$ cat src/rtl/sar_adc_pkg.sv
// rtl/sar_adc_pkg.sv - shared state encoding and default parameters for the SAR ADC sequencer
package sar_adc_pkg;

    typedef enum logic [2:0] {
        ST_IDLE    = 3'd0,
        ST_SAMPLE  = 3'd1,
        ST_SETTLE  = 3'd2,
        ST_COMPARE = 3'd3,
        ST_DONE    = 3'd4
    } state_t;

    localparam int DEF_N          = 8;
    localparam int DEF_CH         = 4;
    localparam int DEF_SAMPLE_CYC = 2;
    localparam int DEF_SETTLE     = 1;

endpackage

$ cat src/rtl/sar_bit_reg.sv
// rtl/sar_bit_reg.sv - successive-approximation trial code register and bit pointer
module sar_bit_reg #(
    parameter int N = 8
) (
    input  logic         clk_1Mhz,
    input  logic         reset,
    input  logic         load_mid,
    input  logic         step,
    input  logic         decision,
    output logic [N-1:0] dac_code,
    output logic         last_bit
);

    localparam int            IW      = $clog2(N);
    localparam logic [IW-1:0] TOP_IDX = IW'(N - 1);
    localparam logic [N-1:0]  MID     = {1'b1, {(N-1){1'b0}}};

    logic [IW-1:0] idx;

    // After the LSB decision the pointer rewinds so the next conversion starts at the MSB.
    always_ff @(posedge clk_1Mhz or posedge reset) begin
        if (reset) begin
            dac_code <= '0;
            idx      <= TOP_IDX;
        end else if (load_mid) begin
            dac_code <= MID;
            idx      <= TOP_IDX;
        end else if (step) begin
            dac_code[idx] <= decision;
            if (idx != '0) begin
                dac_code[idx - 1'b1] <= 1'b1;
                idx                  <= idx - 1'b1;
            end else begin
                idx <= TOP_IDX;
            end
        end
    end

    assign last_bit = (idx == '0);

endmodule

$ cat src/rtl/sar_adc_seq.sv
// rtl/sar_adc_seq.sv - multi-channel SAR ADC sequencer with single-scan and continuous modes
module sar_adc_seq
    import sar_adc_pkg::*;
#(
    parameter int  N          = DEF_N,
    parameter int  CH         = DEF_CH,
    parameter int  SAMPLE_CYC = DEF_SAMPLE_CYC,
    parameter int  SETTLE     = DEF_SETTLE,
    localparam int CW         = (CH > 1) ? $clog2(CH) : 1
) (
    input  logic          clk_1Mhz,
    input  logic          reset,
    input  logic          start,
    input  logic          continuous,
    input  logic          decision,
    output logic          sample,
    output logic          comp_clk,
    output logic [N-1:0]  dac_code,
    output logic [CW-1:0] ch_sel,
    output logic          busy,
    output logic          result_valid,
    output logic [N-1:0]  result,
    output logic [CW-1:0] result_ch
);

    localparam int            CNT_MAX = (SAMPLE_CYC > SETTLE) ? SAMPLE_CYC : SETTLE;
    localparam int            CNT_W   = (CNT_MAX > 1) ? $clog2(CNT_MAX) : 1;
    localparam logic [CNT_W-1:0] SAMPLE_LOAD = CNT_W'(SAMPLE_CYC - 1);
    localparam logic [CNT_W-1:0] SETTLE_LOAD = CNT_W'(SETTLE - 1);
    localparam logic [CW-1:0] CH_LAST = CW'(CH - 1);

    state_t           state;
    logic [CNT_W-1:0] cnt;
    logic             scan_end;
    logic             load_mid;
    logic             step;
    logic             last_bit;
    logic [CW-1:0]    ch_next;

    assign scan_end = (ch_sel == CH_LAST) && !continuous;
    assign ch_next  = (ch_sel == CH_LAST) ? '0 : ch_sel + 1'b1;
    assign load_mid = ((state == ST_IDLE) && start) || ((state == ST_DONE) && !scan_end);
    assign step     = (state == ST_COMPARE);

    sar_bit_reg #(.N(N)) u_bit_reg (
        .clk_1Mhz (clk_1Mhz),
        .reset    (reset),
        .load_mid (load_mid),
        .step     (step),
        .decision (decision),
        .dac_code (dac_code),
        .last_bit (last_bit)
    );

    always_ff @(posedge clk_1Mhz or posedge reset) begin
        if (reset) begin
            state        <= ST_IDLE;
            cnt          <= '0;
            sample       <= 1'b0;
            comp_clk     <= 1'b0;
            ch_sel       <= '0;
            busy         <= 1'b0;
            result_valid <= 1'b0;
            result       <= '0;
            result_ch    <= '0;
        end else begin
            comp_clk     <= 1'b0;
            result_valid <= 1'b0;
            case (state)
                ST_IDLE: begin
                    if (start) begin
                        state  <= ST_SAMPLE;
                        sample <= 1'b1;
                        busy   <= 1'b1;
                        ch_sel <= '0;
                        cnt    <= SAMPLE_LOAD;
                    end
                end
                ST_SAMPLE: begin
                    if (cnt == '0) begin
                        state  <= ST_SETTLE;
                        sample <= 1'b0;
                        cnt    <= SETTLE_LOAD;
                    end else begin
                        cnt <= cnt - 1'b1;
                    end
                end
                ST_SETTLE: begin
                    if (cnt == '0) begin
                        state    <= ST_COMPARE;
                        comp_clk <= 1'b1;
                    end else begin
                        cnt <= cnt - 1'b1;
                    end
                end
                ST_COMPARE: begin
                    // The LSB decision lands in the code register on this same edge, so fold it in here.
                    if (last_bit) begin
                        state        <= ST_DONE;
                        result_valid <= 1'b1;
                        result       <= {dac_code[N-1:1], decision};
                        result_ch    <= ch_sel;
                    end else begin
                        state <= ST_SETTLE;
                        cnt   <= SETTLE_LOAD;
                    end
                end
                ST_DONE: begin
                    if (scan_end) begin
                        state <= ST_IDLE;
                        busy  <= 1'b0;
                    end else begin
                        state  <= ST_SAMPLE;
                        sample <= 1'b1;
                        ch_sel <= ch_next;
                        cnt    <= SAMPLE_LOAD;
                    end
                end
                default: begin
                    state  <= ST_IDLE;
                    sample <= 1'b0;
                    busy   <= 1'b0;
                end
            endcase
        end
    end

endmodule

$ cat config.mk
export PLATFORM = sky130hd
export DESIGN_NAME = sar_adc_seq
export DESIGN_NICKNAME = d
export VERILOG_FILES = /design/src/rtl/sar_adc_pkg.sv /design/src/rtl/sar_bit_reg.sv /design/src/rtl/sar_adc_seq.sv
export SDC_FILE = /design/constraint.sdc
export NUM_CORES = 1
export LEC_CHECK = 0
export BUFFER_PORTS_ARGS = -buffer_cell sky130_fd_sc_hd__buf_2
export CAP_MARGIN = 20
export CORE_MARGIN = 3
export CORE_UTILIZATION = 50
export DETAILED_ROUTE_END_ITERATION = 10
export PLACE_DENSITY = 0.76
export SYNTH_ARGS = -nofsm -noshare
export SYNTH_HDL_FRONTEND = slang
export SYNTH_SLANG_ARGS = --single-unit
export TNS_END_PERCENT = 5
$ cat constraint.sdc
create_clock -name clk_1Mhz -period 2.8 [get_ports clk_1Mhz]
set_clock_uncertainty 0.1 [all_clocks]
set_input_delay 0.42 -clock clk_1Mhz [delete_from_list [all_inputs] [get_ports clk_1Mhz]]
set_output_delay 0.42 -clock clk_1Mhz [all_outputs]
set_load 0.005 [all_outputs]
Word-level counts from Yosys, hierarchy flattened
Index checks and enable logic that the tools add are counted.
{ "classes": {"n_addsub": 3, "n_lt_le_gt_ge": 4, "n_eq_ne": 11, "muxes": 34, "n_bitwise": 3, "reduce_logical": 23} }
{ "ops": {"columns": ["operator", "count"], "rows": [
  ["$mux W8", 3],
  ["$mux W3", 7],
  ["$pmux W3 S5", 1],
  ["$mux W1", 13],
  ["$ne A2 B2 Y1 const B", 6],
  ["$reduce_and A3 Y1", 3],
  ["$bwmux W8", 1],
  ["$lt A3 B4 Y1 const B", 2],
  ["$or A8 B8 Y8", 1],
  ["$pmux W1 S4", 2],
  ["$reduce_and A4 Y1", 2],
  ["$demux W1 S3", 2],
  ["$eq A3 B2 Y1 const B", 2],
  ["$ge A3 B1 Y1 const B", 2],
  ["$logic_not A3 Y1", 2],
  ["$mux W2", 3],
  ["$logic_and A1 B1 Y1", 5],
  ["$pmux W2 S2", 1],
  ["$reduce_bool A2 Y1", 2],
  ["$reduce_bool A4 Y1", 1],
  ["$reduce_or A2 Y1", 2],
  ["$eq A3 B1 Y1 const B", 1],
  ["$eq A3 B3 Y1 const B", 1],
  ["$pmux W1 S3", 1],
  ["other kinds (10)", 12]
]} }
{ "totals": {"ff_bits": 31, "elab_cells": 89} }

Logic depth before layout (Yosys ltp)
{ "logic_depth": {"depth_word": 9, "depth_mapped": 7, "ltp_nobuf": 6} }

By module
A second synthesis with hierarchy kept.
{ "unflattened": {"hier_cells": 154, "area_unflattened_um2": 1670.4} }
{ "modules_own_cells": {"columns": ["mod", "n_inst", "cells_per_inst", "area_each_um2"], "rows": [
  ["sar_adc_seq", 1, 71, 893.4],
  ["sar_bit_reg", 1, 83, 777.0]
]} }

Least setup slack after synthesis
OpenSTA, ideal clock, no wires.
{ "synth_path": {"kind": "register to register", "from": "register u_bit_reg.idx[0]", "to": "register result[0]", "arrival_time_ps": 1824, "t_required_ps": 2575, "slack_ps": 752, "path_stages_with_launch": 8, "path_buffers": 2, "period_less_slack_ps": 2048, "cell_sequence": "dfstp_2 buf_2 inv_1 ha_1 nor2b_1 and2_1 buf_2 mux2_2"} }
{ "synth_between": {"elab_chain_cells": 2} }
{ "synth_rtl": {"columns": ["item", "line", "source"], "rows": [
  ["from (decl)", "sar_bit_reg.sv:18", "logic [IW-1:0] idx;"],
  ["from (signal assigned)", "sar_bit_reg.sv:32", "idx <= idx - 1'b1;"],
  ["$logic_not A3 Y1", "sar_bit_reg.sv:39", "assign last_bit = (idx == '0);"],
  ["$reduce_and A2 Y1 (no line)", null, null],
  ["to (signal assigned)", "sar_adc_seq.sv:101", "result <= {dac_code[N-1:1], decision};"],
  ["to (decl)", "sar_adc_seq.sv:22", "output logic [N-1:0] result,"]
]} }
No other way between the ends.
A chain may end at the register's enable or synchronous reset.

Worst setup path in the final report
{ "layout_path": {"from": "register u_bit_reg.idx[0]", "to": "register result_ch[1]"} }
{ "layout_between": {"elab_chain_cells": 2} }
{ "layout_rtl": {"columns": ["item", "line", "source"], "rows": [
  ["$logic_not A3 Y1", "sar_bit_reg.sv:39", null],
  ["$reduce_and A2 Y1 (no line)", null, null],
  ["to (signal assigned)", "sar_adc_seq.sv:102", "result_ch <= ch_sel;"],
  ["to (decl)", "sar_adc_seq.sv:23", "output logic [CW-1:0] result_ch"]
]} }
No other way between the ends.

==> results.cfg <==
[timing]
tightest_slew_ns = 0.516
finalMaxSlewViolations = 0
finalCritPeriodShare = 0.852
maxSlewHeadroom = 0.656
setup_viol = 0
setup_tns_ns = 0
max_freq_ghz = 0.419
rsz0062_at_grt = false
period_minus_slack_ns = 2.38
hold_violations = 0

[routing]
post_drt_wl_per_cell_um = 16.3
via_count = 1220
wirelength_mm = 3.27
postRouteAntennaNets = 0
firstDrtPassIters = 4
drtIter0Drc = 54
drc = 0
vias_per_cell = 6.07

[floorplanning]
rows = 19
dieArea_mm2 = 0.00382
die_w_um = 61.8
die_y_um = 61.8
start_util = 0.546
ioPinCount = 29
coreArea_mm2 = 0.00285

[hold_path]
worstHoldPathType = input port to asynchronous set/reset pin

[cts]
tritoncts = yes
cts_resized = 0
hold_buffers = 0
cts_inserted_buffers = 5
cts_sinks = 31
clock-root-buffer = clkbuf_4
post_cts_buffers = 0
htreeDepth = 2
ctsLongestPathBuffers = 2
clk_pin_slew_worst_paths_ns = 0.09
clkLatencyLatePin_ns = 0.33

[global_route]
grt_pass1_wl_mm = 5.31
grt_overflow = 0
antenna_found_initial = 0
grt_max_degree = 32
grt_usage = 0.190
grt_pass1_vias = 1167

[worst_setup_path]
path_class = flop to flop
worstPathRequired_ns = 2.92
end_kind = flop
path_cells = inv_1, ha_1, nor2b_1, and2_1, mux2_2
cpMaxStageDelayCell = and2_1
crit_arrival_ns = 2.50
max_stage_delay_ns = 0.52
cp_max_fo = 11
crit_path_start_kind = flop

[synth]
synthesis.area_mm2 = 0.00156
synthDistinctLibCells = 37
synth_seq_cells = 31
syn_nets = 151
synth.top_cells.by_area = dfrtp_1 (45%), mux2_2 (8.0%), dfstp_2 (5.1%)
synth_area_per_cell_um2 = 10.9
synthCells = 143
synth_largest_area_cell = dfrtp_1
synth.yosys.seq_area_share = 0.500
synth_top_area_share = 0.450
yosys_warnings = 0

[power]
sequentialPowerShare = 0.419
pwr-share-clk = 0.188
ir_drop_v = 0.000563
switchingPower_mw = 0.750
intPower_mw = 1.18
p_total_mw = 1.94
power_leakage_nw = 0.867
swShare = 0.388
pwr_density_cell_mw_per_mm2 = 1090
pwr-share-comb = 0.393

[place]
portBuffers = 28
place.gp.congestion = 0.933
dpl.hpwl_mm = 2.27

[finish]
insertedDiodeCount = 0
final_layout_size_suffix_gt1_frac = 0.329
nFillCells = 238
fin_nets = 177
area_growth_pct = 13.6

[job]
cap_violations = 0

[run_status]
status = finished, final reports clean
==> synthesized netlist by cell type, drive strengths merged <==
library cell / n
nor4: 1
nand4: 2
a31oi: 2
or3: 2
nand3: 1
dfrtp: 28
nor2b: 2
dfstp: 3
o21ai: 7
nand3b: 2
and3b: 2
inv: 5
buf: 8
ha: 3
a21o: 1
a221o: 2
and4bb: 1
a32oi: 3
o211ai: 4
nor2: 12
nor4bb: 1
a31o: 1
nor3: 7
a21oi: 6
clkbuf: 2
o41ai: 1
mux2i: 7
nor3b: 2
and2: 2
a2111oi: 1
nand2: 7
and3: 3
mux2: 11
o41a: 1
==> final timing paths <==
kind,slack [ns],end,startpoint,depth (start not counted)
min in group clk_1Mhz,0.27,busy$_DFFE_PP0P_,continuous,3
worst min register to register,0.41,result[1]$_DFFE_PP0P_,result[1]$_DFFE_PP0P_,1
worst max-delay path,0.42,result_ch[1]$_DFFE_PP0P_,u_bit_reg.idx[0]$_DFFE_PP1P_,5
worst max register to register,0.42,result_ch[1]$_DFFE_PP0P_,u_bit_reg.idx[0]$_DFFE_PP1P_,5
max in group asynchronous,2.23,u_bit_reg.idx[0]$_DFFE_PP1P_,reset,3
worst min-delay path,0.05,result[0]$_DFFE_PP0P_,reset,3
==> metal layers <==
| metal | GRT usage | vias up | share of wire |
|---|---|---|---|
| met1 | 0.248 | 596 | 0.44 |
| li1 | - | 579 | - |
| met3 | 0.0413 | 8 | 0.050 |
| met5 | 0 | - | 0 |
| met4 | 0.0818 | 0 | 0.018 |
| met2 | 0.303 | 37 | 0.49 |
==> cells in the final DEF (no fill, tap or decap), types with 3 or more instances in the layout <==
master and instances:
nand2_1 7, buf_2 28, o211ai_1 4, clkbuf_4 5, dfstp_2 3, mux2i_1 7, dfrtp_1 28, and3_1 3
ha_1 3, mux2_2 11, nor2_1 12, nor3_1 7, a32oi_1 3, o21ai_0 7, inv_1 5, a21oi_1 6
==> sequential cells by signal, indices dropped and copies added (netlist names), 2 cells and up <==
name                cells
u_bit_reg.dac_code      8
result_ch               2
ch_sel                  2
state                   3
result                  8
u_bit_reg.idx           3
==> logic make-up after synthesis <==
| logic type | share of synthesized area |
|---|---|
| muxes | 0.125 |
| AOI/OAI and AO/OA | 0.128 |
| and+or+nand+nor | 0.172 |
| buffers and inverters | 0.0514 |
| DFF | 0.500 |
| adders and majority gates | 0.0241 |
==> power groups by stage <==
stage / Clock (mW) / Combinational (mW) / Sequential (mW)
2_1_floorplan: 0 / 0.610 / 0.738
3_3_place_gp: 0 / 0.731 / 0.797
3_5_place_dp: 0 / 0.756 / 0.815
4_1_cts: 0.373 / 0.763 / 0.807
5_1_grt: 0.395 / 0.853 / 0.837
6_report: 0.364 / 0.760 / 0.811
==> metrics by stage <==
stage               hold slack (ns)  area (um2)   util  worst slack (ns)  instances
floorplan                     0.382        1560      -             0.752        143
global placement              0.386        1680  0.590             0.645        193
detailed placement            0.391        1680  0.590             0.450        193
CTS                          0.0537        1770  0.620             0.439        201
global route                 0.0743        1770  0.620             0.337        201
finish                       0.0481        1770  0.620             0.416        201
==> worst max-delay path, delay by kind of cell, from the launching register on <==
family                     cells  cell delay (ns)
and+or+nand+nor                2             0.89
muxes                          1             0.40
buffers and inverters          1             0.21
adders and majority gates      1             0.25
DFF                            1             0.42
==> cell type report <==
class	count	area [um2]	share of cell area
repair buffers	29	148	0.0835
inverters	5	18.8	0.0106
clock buffers	6	51.3	0.0290
well taps	31	38.8	0.0219
flip-flops and latches	31	779	0.441
clock inverters	2	35.0	0.0198
multi-input cells	97	698	0.395
Note: power is estimated with default switching activity, not from simulation.
